$ cat config.mk
export PLATFORM = sky130hd
export DESIGN_NAME = mmio_uart_tx_flat
export DESIGN_NICKNAME = d
export VERILOG_FILES = /design/src/rtl/mmio_pkg.sv /design/src/rtl/mmio_uart_tx_if.sv /design/src/rtl/sync_fifo.sv /design/src/rtl/mmio_uart_tx.sv /design/src/flat_wrapper.sv
export SDC_FILE = /design/constraint.sdc
export NUM_CORES = 1
export LEC_CHECK = 0
export ABC_CLOCK_PERIOD_IN_PS = 6600
export BUFFER_PORTS_ARGS = -buffer_cell sky130_fd_sc_hd__buf_2
export CORE_UTILIZATION = 53
export DETAILED_ROUTE_END_ITERATION = 16
export HOLD_SLACK_MARGIN = 0.02
export PLACE_DENSITY_LB_ADDON = 0.05
export SLEW_MARGIN = 20
export SYNTH_ARGS = -nofsm -noshare
export SYNTH_HDL_FRONTEND = slang
export SYNTH_HIERARCHICAL = 1
export SYNTH_SLANG_ARGS = --single-unit
$ cat constraint.sdc
create_clock -name clk -period 6.6 [get_ports clk]
set_clock_uncertainty 0.15 [all_clocks]
set_input_delay 1.65 -clock clk [delete_from_list [all_inputs] [get_ports clk]]
set_output_delay 1.65 -clock clk [all_outputs]
set_load 0.02 [all_outputs]
$ cat src/rtl/mmio_pkg.sv
// Shared constants and types for the memory-mapped UART transmitter.
// Register offsets are word indices, i.e. DataAdr[3:2] within the window.
package mmio_pkg;
    localparam logic [1:0] TXDATA_OFS = 2'd0;
    localparam logic [1:0] STATUS_OFS = 2'd1;
    localparam logic [1:0] COUNT_OFS  = 2'd2;

    localparam int ST_BUSY  = 0;
    localparam int ST_FULL  = 1;
    localparam int ST_EMPTY = 2;
    localparam int ST_OVF   = 3;

    typedef enum logic [1:0] {IDLE, START, DATA, STOP} uart_state_t;
endpackage

$ cat src/rtl/mmio_uart_tx_if.sv
// Core data-memory port as seen by the UART register window.
// Handshake: MemWrite is a one-cycle store strobe with no ready/backpressure;
// ReadData and Sel are combinational on DataAdr and valid in the same cycle.
interface mmio_uart_tx_if;
    logic        MemWrite;
    logic [31:0] DataAdr;
    logic [31:0] WriteData;
    logic [31:0] ReadData;
    logic        Sel;

    modport master (output MemWrite, DataAdr, WriteData, input ReadData, Sel);
    modport slave  (input MemWrite, DataAdr, WriteData, output ReadData, Sel);
endinterface

$ cat src/rtl/sync_fifo.sv
// Circular-buffer FIFO; pushes to a full FIFO and pops from an empty one are ignored.
module sync_fifo #(
    parameter int WIDTH = 8,
    parameter int DEPTH = 4
) (
    input  logic                       clk,
    input  logic                       reset,
    input  logic                       push,
    input  logic [WIDTH-1:0]           din,
    input  logic                       pop,
    output logic [WIDTH-1:0]           dout,
    output logic                       full,
    output logic                       empty,
    output logic [$clog2(DEPTH+1)-1:0] count
);
    localparam int AW = $clog2(DEPTH);
    localparam int CW = $clog2(DEPTH + 1);

    logic [WIDTH-1:0] mem [DEPTH];
    logic [AW-1:0]    wr_ptr;
    logic [AW-1:0]    rd_ptr;
    logic             wr_en;
    logic             rd_en;

    assign full  = (count == CW'(DEPTH));
    assign empty = (count == '0);
    assign wr_en = push & ~full;
    assign rd_en = pop & ~empty;
    assign dout  = mem[rd_ptr];

    // Pointers wrap naturally because DEPTH is a power of two.
    always_ff @(posedge clk or negedge reset) begin
        if (!reset) begin
            wr_ptr <= '0;
            rd_ptr <= '0;
            count  <= '0;
        end else begin
            if (wr_en) wr_ptr <= wr_ptr + AW'(1);
            if (rd_en) rd_ptr <= rd_ptr + AW'(1);
            case ({wr_en, rd_en})
                2'b10:   count <= count + CW'(1);
                2'b01:   count <= count - CW'(1);
                default: count <= count;
            endcase
        end
    end

    always_ff @(posedge clk) begin
        if (wr_en) mem[wr_ptr] <= din;
    end
endmodule

$ cat src/rtl/mmio_uart_tx.sv
// Memory-mapped 8N1 UART transmitter: address decode, register read mux,
// sticky overflow flag and the bit-serializer FSM draining a transmit FIFO.
module mmio_uart_tx
    import mmio_pkg::*;
#(
    parameter logic [31:0] BASE_ADDR    = 32'h0000_0100,
    parameter int          CLKS_PER_BIT = 4,
    parameter int          FIFO_DEPTH   = 4
) (
    input  logic           clk,
    input  logic           reset,
    mmio_uart_tx_if.slave  bus,
    output logic           tx,
    output uart_state_t    state
);
    localparam int BW = $clog2(CLKS_PER_BIT);
    localparam int CW = $clog2(FIFO_DEPTH + 1);
    localparam logic [BW-1:0] BAUD_LAST = BW'(CLKS_PER_BIT - 1);

    logic [1:0]    ofs;
    logic          sel;
    logic          push;
    logic          ovf_clr;
    logic          ovf;
    logic          pop;
    logic [7:0]    fifo_dout;
    logic          full;
    logic          empty;
    logic [CW-1:0] count;
    logic [31:0]   status;
    logic [31:0]   rdata;

    uart_state_t   next_state;
    logic [BW-1:0] baud, next_baud;
    logic [2:0]    bit_idx, next_bit;
    logic [7:0]    shift, next_shift;
    logic          next_tx;
    logic          baud_last;

    logic          unused_bits;
    assign unused_bits = ^{bus.WriteData[31:8], bus.DataAdr[1:0]};

    assign ofs     = bus.DataAdr[3:2];
    assign sel     = (bus.DataAdr[31:4] == BASE_ADDR[31:4]) && (ofs != 2'b11);
    assign push    = bus.MemWrite & sel & (ofs == TXDATA_OFS);
    assign ovf_clr = bus.MemWrite & sel & (ofs == STATUS_OFS);
    assign bus.Sel = sel;

    sync_fifo #(.WIDTH(8), .DEPTH(FIFO_DEPTH)) u_fifo (
        .clk   (clk),
        .reset (reset),
        .push  (push),
        .din   (bus.WriteData[7:0]),
        .pop   (pop),
        .dout  (fifo_dout),
        .full  (full),
        .empty (empty),
        .count (count)
    );

    always_comb begin
        status           = '0;
        status[ST_BUSY]  = (state != IDLE);
        status[ST_FULL]  = full;
        status[ST_EMPTY] = empty;
        status[ST_OVF]   = ovf;
        rdata            = '0;
        if (sel) begin
            case (ofs)
                STATUS_OFS: rdata = status;
                COUNT_OFS:  rdata = 32'(count);
                default:    rdata = '0;
            endcase
        end
    end
    assign bus.ReadData = rdata;

    assign baud_last = (baud == BAUD_LAST);

    always_comb begin
        next_state = state;
        next_baud  = baud;
        next_bit   = bit_idx;
        next_shift = shift;
        pop        = 1'b0;
        case (state)
            IDLE: begin
                next_baud = '0;
                if (!empty) begin
                    pop        = 1'b1;
                    next_shift = fifo_dout;
                    next_state = START;
                end
            end
            START: begin
                next_baud = baud + BW'(1);
                if (baud_last) begin
                    next_baud  = '0;
                    next_bit   = '0;
                    next_state = DATA;
                end
            end
            DATA: begin
                next_baud = baud + BW'(1);
                if (baud_last) begin
                    next_baud  = '0;
                    next_shift = shift >> 1;
                    if (bit_idx == 3'd7) next_state = STOP;
                    else                 next_bit   = bit_idx + 3'd1;
                end
            end
            STOP: begin
                next_baud = baud + BW'(1);
                if (baud_last) begin
                    next_baud = '0;
                    // Chain the next frame with no idle gap when data is waiting.
                    if (!empty) begin
                        pop        = 1'b1;
                        next_shift = fifo_dout;
                        next_state = START;
                    end else begin
                        next_state = IDLE;
                    end
                end
            end
            default: next_state = IDLE;
        endcase
        case (next_state)
            START:   next_tx = 1'b0;
            DATA:    next_tx = next_shift[0];
            default: next_tx = 1'b1;
        endcase
    end

    always_ff @(posedge clk or negedge reset) begin
        if (!reset) begin
            state   <= IDLE;
            baud    <= '0;
            bit_idx <= '0;
            shift   <= '0;
            tx      <= 1'b1;
            ovf     <= 1'b0;
        end else begin
            state   <= next_state;
            baud    <= next_baud;
            bit_idx <= next_bit;
            shift   <= next_shift;
            tx      <= next_tx;
            if (push && full) ovf <= 1'b1;
            else if (ovf_clr) ovf <= 1'b0;
        end
    end
endmodule

$ cat src/flat_wrapper.sv
// flat-port wrapper written by rule: the top's interface ports become plain ports
module mmio_uart_tx_flat import mmio_pkg::*;
#(
    parameter logic [31:0] BASE_ADDR    = 32'h0000_0100,
    parameter int          CLKS_PER_BIT = 4,
    parameter int          FIFO_DEPTH   = 4
)
  (clk, reset, tx, state, bus_MemWrite, bus_DataAdr, bus_WriteData, bus_ReadData, bus_Sel);
  mmio_uart_tx_if bus_i ();
  input  logic clk;
  input  logic reset;
  output logic tx;
  output uart_state_t state;
  input wire logic [$bits(bus_i.MemWrite)-1:0] bus_MemWrite;
  input wire logic [$bits(bus_i.DataAdr)-1:0] bus_DataAdr;
  input wire logic [$bits(bus_i.WriteData)-1:0] bus_WriteData;
  output wire logic [$bits(bus_i.ReadData)-1:0] bus_ReadData;
  output wire logic [$bits(bus_i.Sel)-1:0] bus_Sel;
  assign bus_i.MemWrite = bus_MemWrite;
  assign bus_i.DataAdr = bus_DataAdr;
  assign bus_i.WriteData = bus_WriteData;
  assign bus_ReadData = bus_i.ReadData;
  assign bus_Sel = bus_i.Sel;
  mmio_uart_tx #(.BASE_ADDR(BASE_ADDR), .CLKS_PER_BIT(CLKS_PER_BIT), .FIFO_DEPTH(FIFO_DEPTH)) u_core (.clk(clk), .reset(reset), .bus(bus_i), .tx(tx), .state(state));
endmodule
# Yosys cells after proc, flatten, opt, wreduce, memory -nomap -nowiden
# Memory sizes are Yosys's and may differ from the RTL's.
# Index checks and enable logic that the tools add are counted.
# classes
n_addsub	6
n_eq_ne	18
muxes	28
n_bitwise	7
n_reduce_logical	13
# op_table
op	count
$eq 28x5->1 const B	1
$mux 8	3
$pmux 8 s3	1
$eq 2x2->1 const B	6
$mux 2	6
$pmux 3 s2	2
$mux 3	3
$eq 2x1->1 const B	4
$pmux 2 s4	1
$pmux 4 s2	1
$reduce_bool 2->1	4
$mux 1	7
$add 2x1->2 const B	3
$add 3x1->3 const B	2
$eq 3x3->1 const B	2
$ne 2x1->1 const B	3
$and 1x1->1	5
$logic_not 2->1	2
$mux 4	1
$ne 2x2->1 const B	2
$pmux 1 s2	2
$pmux 2 s2	1
$reduce_and 4->1	1
$logic_not 3->1	1
6 further kinds	8
# totals
reg_bits	24
ram_bits	32
out_inout_bits	36
elab_cells	83
mem_count	1
# memory_table
memory	depth	word_bits	rd	rd_clocked_by_memory_dff	write_ports	line	text
u_core.u_fifo.mem	4	8	1	0	1	sync_fifo.sv:19	logic [WIDTH-1:0] mem [DEPTH];

# Longest topological paths before layout
# logic_depth
depth_word	7
depth_mapped	13

# By module
# The synthesis kept the hierarchy.
# by_module_without_submodules
mod	instances	cells_each	area_per_inst_um2	seq_area_each_um2
sync_fifo	1	79	1592.8	1136.1
mmio_uart_tx	1	155	1492.7	426.7

# Worst setup path after synthesis
# OpenSTA, ideal clock, no wires.
# synth_path
kind	input-to-output
from	input port bus_DataAdr[2]
to	output port bus_ReadData[0]
t_arrival_ns	2.849
required_time_ns	4.800
setup_slack_ns	1.951
path_stages	6
path_buffers	0
path_cell_list	ha_1 nor4_1 nand4_1 nor2_2 nand2_1 nor2_1
# synth_via
elab_chain_len	3
# synth_rtl
item	line	text
from (decl)	flat_wrapper.sv:15	input wire logic [$bits(bus_i.DataAdr)-1:0] bus_DataAdr;
$ne 2x2->1	mmio_uart_tx.sv:44	assign sel = (bus.DataAdr[31:4] == BASE_ADDR[31:4]) && (ofs != 2'b11);
$logic_and 1x1->1	mmio_uart_tx.sv:44	
named net bus_Sel	flat_wrapper.sv:18	output wire logic [$bits(bus_i.Sel)-1:0] bus_Sel;
$mux 4	mmio_uart_tx.sv:68	if (sel) begin
to (decl)	flat_wrapper.sv:17	output wire logic [$bits(bus_i.ReadData)-1:0] bus_ReadData;
# The timed path passes the listed nets, and every way through them passes these cells.

# Final worst setup path
# layout_path
from	input port bus_DataAdr[2]
to	output port bus_ReadData[0]
# layout_via
elab_chain_len	3
# layout_rtl
item	line	text
$eq 2x2->1 (tied with other cells)	mmio_uart_tx.sv:69	case (ofs)
$pmux 4 s2 or $logic_and 1x1->1 (tied branches)	mmio_uart_tx.sv:69, mmio_uart_tx.sv:44	
$mux 4 *	mmio_uart_tx.sv:68	
# Mark *: on every way between the ends. The rest lies on a longest branch, timed or not.

==> metrics.yaml <==
whs_ps: 296
setup.worst_path.end_class: "output pin"
grt_pass1_wl_mm: 8.44
crit_path_cell_trace: "buf_2 > ha_1 > nor4_1 > nand4_1 > nor2_2 > nand2_1 > nor2_1 > buf_2"
fin_ws_ps: 1960
cts_buffers: 5
syn_inst: 234
start_util_pct: 55.4
postCtsSetupBuffers: 0
fin_crit_sh_pct: 70.2
io_pins: 103
powerDensity_nw_per_um2: 204
die_h_um: 78.3
ys_types: 49
timing.rr.start: "u_core/baud[0]"
rsz0062_at_grt: "false"
critPathMaxFanout: 4
synth_ff_type: "edfxtp_1"
drt_iter0_drc: 68
drive_above_1_share_pct: 31.7
portBuffers: 48
irDropWorstVdd_uv: 141
cts.clk_slew.worst_paths_ps: 100
r2r_end: "u_core/u_fifo/count[2]"
wl_per_cell_um: 13.7
viasPerCell: 5.16
switchingPower_uw: 133
syn_to_final_growth_pct: 11.5
internal_power_uw: 570
yosys.area_share.simple_pct: 10.5
cp_slowest_cell: "ha_1"
status: "completed"
slowest_delay_ps: 190
synth_area_um2: 3090
max_freq_ghz: 0.216
place_ws_ps: 1940
hold_depth: 1
utilization_pct: 61.7
cts-resized-gates: 0
final_common_cell: "buf_2"
setup_viol: 0
crit_start: "bus_DataAdr[2]"
tightest_slew_ps: 574
crit_type: "input port to output pin"
insertion_delay_ps: 300
crit_top_cell: "buf_2"
nets: 368
slew_headroom_pct: 61.0
synth_mux_area_share_pct: 9.73
power_frac_seq_pct: 52.6
synth_top_family_by_area: "simple AND/OR/NAND/NOR gates"
switching_share_pct: 18.9
pwr-share-clk_pct: 42.4
hold_viol: 0
layout_common_cells: "buf_2, edfxtp_1, conb_1"
drc: 0
crit_buf_inv: 2
cts_sinks: 56
reg2reg_depth: 10
die_area_um2: 6130
worstHoldEndpoint: "u_core/baud[0]"
grt_max_degree: 25
ant_nets: 0
row_count: 27
num_antenna_cells: 0
wl_mm: 4.88
reg2reg_setup_slack_ps: 3880
num_vias: 1836
syn_avg_cell_area_um2: 13.2
placed_area_um2: 3280
stdcell_area_um2: 3440
first_pass_iters: 4
grt_use_total_pct: 17.8
seq_area_frac_synth_pct: 50.6
min-delay-start: "u_core/baud[0]"
fp.dieW_um: 78.3
report.final.slew_viol_count: 0
clockBufferDepth: 2
tns_ps: 0
cts_max_level: 2
cp-start-kind: "input port"
dp_hpwl_mm: 3.54
globalplace.congestion: 0.752
ys_ff_latch: 56
clock-root-buffer: "clkbuf_8"
core_um2: 5570
worstPathArrival_ps: 2840
grt_pass1_vias: 1818
p_leak_nw: 1.48
async_flop_share_pct: 42.9
yosysWarnings: 6
cts_tree: "done"
synth_xor_area_share_pct: 1.70
crit_family: "simple AND/OR/NAND/NOR gates"
antenna_found_initial: 0
power_frac_comb_pct: 5.0
finalCriticalPeriod_ps: 4640
holdBufCountCts: 0
synthAdderAreaFrac_pct: 7.54
overflow: 0
hold_path.class: "flip-flop to flip-flop"
synth-edff-count: 32
crit_required_ps: 4800
synth-compound-area-share_pct: 10.2
timing.max_cap.violations: 0
## area by class of cell
type,instances,area (µm²)
Multi-Input combinational cell,158,1330
Clock buffer,5,68.8
Fill cell,446,2130
Inverter,13,48.8
Tap cell,72,90.1
Sequential cell,56,1560
Timing Repair Buffer,49,248
Clock inverter,3,90.1
## power groups by stage
stage | Clock, mW | Combinational (mW) | Sequential, mW
floorplan | 0 | 0.0300 | 0.378
global placement | 0 | 0.0344 | 0.378
detailed placement | 0 | 0.0352 | 0.378
CTS | 0.305 | 0.0352 | 0.370
global route | 0.314 | 0.0389 | 0.370
finish | 0.298 | 0.0349 | 0.370
## per-layer routing
layer  GRT usage, %  up-vias  share of wire, %
met5              0        -                 0
met4           5.56        0              0.84
met3           2.67        5               4.0
met2           29.8       55                47
met1           24.0      886                48
li1               -      890                 -
## worst max path at each step
stage / end / cells past startpoint
after floorplan: bus_ReadData[0] / 6
after global placement: bus_ReadData[0] / 8
after detailed placement: bus_ReadData[0] / 8
after CTS: bus_ReadData[0] / 8
after global routing: bus_ReadData[2] / 8
final: bus_ReadData[0] / 8
## state kept, by name, indices dropped and copies added, names as in the netlist
signal / count
u_core/u_fifo/rd_ptr: 2
u_core/u_fifo/wr_ptr: 2
u_core/u_fifo/mem: 32
u_core/state: 2
u_core/baud: 2
u_core/u_fifo/count: 3
u_core/ovf: 1
u_core/shift: 8
u_core/bit_idx: 3
u_core/tx: 1
## per-stage QoR
stage,cells,total power [mW]
global placement,348,0.412
detailed placement,348,0.413
global route,356,0.723
CTS,356,0.710
floorplan,261,0.408
finish,356,0.703
## cell families after synthesis
| logic type | after synthesis |
|---|---|
| AOI/OAI and AO/OA | 35 |
| and+or+nand+nor | 52 |
| DFF | 56 |
| other | 1 |
| muxes | 19 |
| buffers and inverters | 47 |
| adders and majority gates | 18 |
| xor gates and xnor gates | 6 |
## Yosys cell counts (2+ instances only)
cell type	n	area share, %
nor2_2	2	0.41
nand2b_1	2	0.41
xor2_1	3	0.85
inv_1	12	1.5
a21oi_1	2	0.32
and2_2	4	0.97
a2bb2oi_2	2	0.97
ha_1	17	6.9
nor4_1	4	0.81
mux4_2	8	5.8
nand2_1	11	1.3
nor2_1	9	1.1
buf_4	29	7.1
a22o_1	12	3.4
mux2i_1	8	2.6
xnor2_1	3	0.85
nand4_1	2	0.41
o21ai_0	8	1.3
nor3_1	4	0.65
nor2b_4	2	0.89
buf_2	3	0.49
a22oi_1	3	0.73
dfrtp_1	23	19
nor2b_1	4	0.81
and2_1	2	0.41
edfxtp_1	32	31
Note: power is estimated with default switching activity, not from simulation.
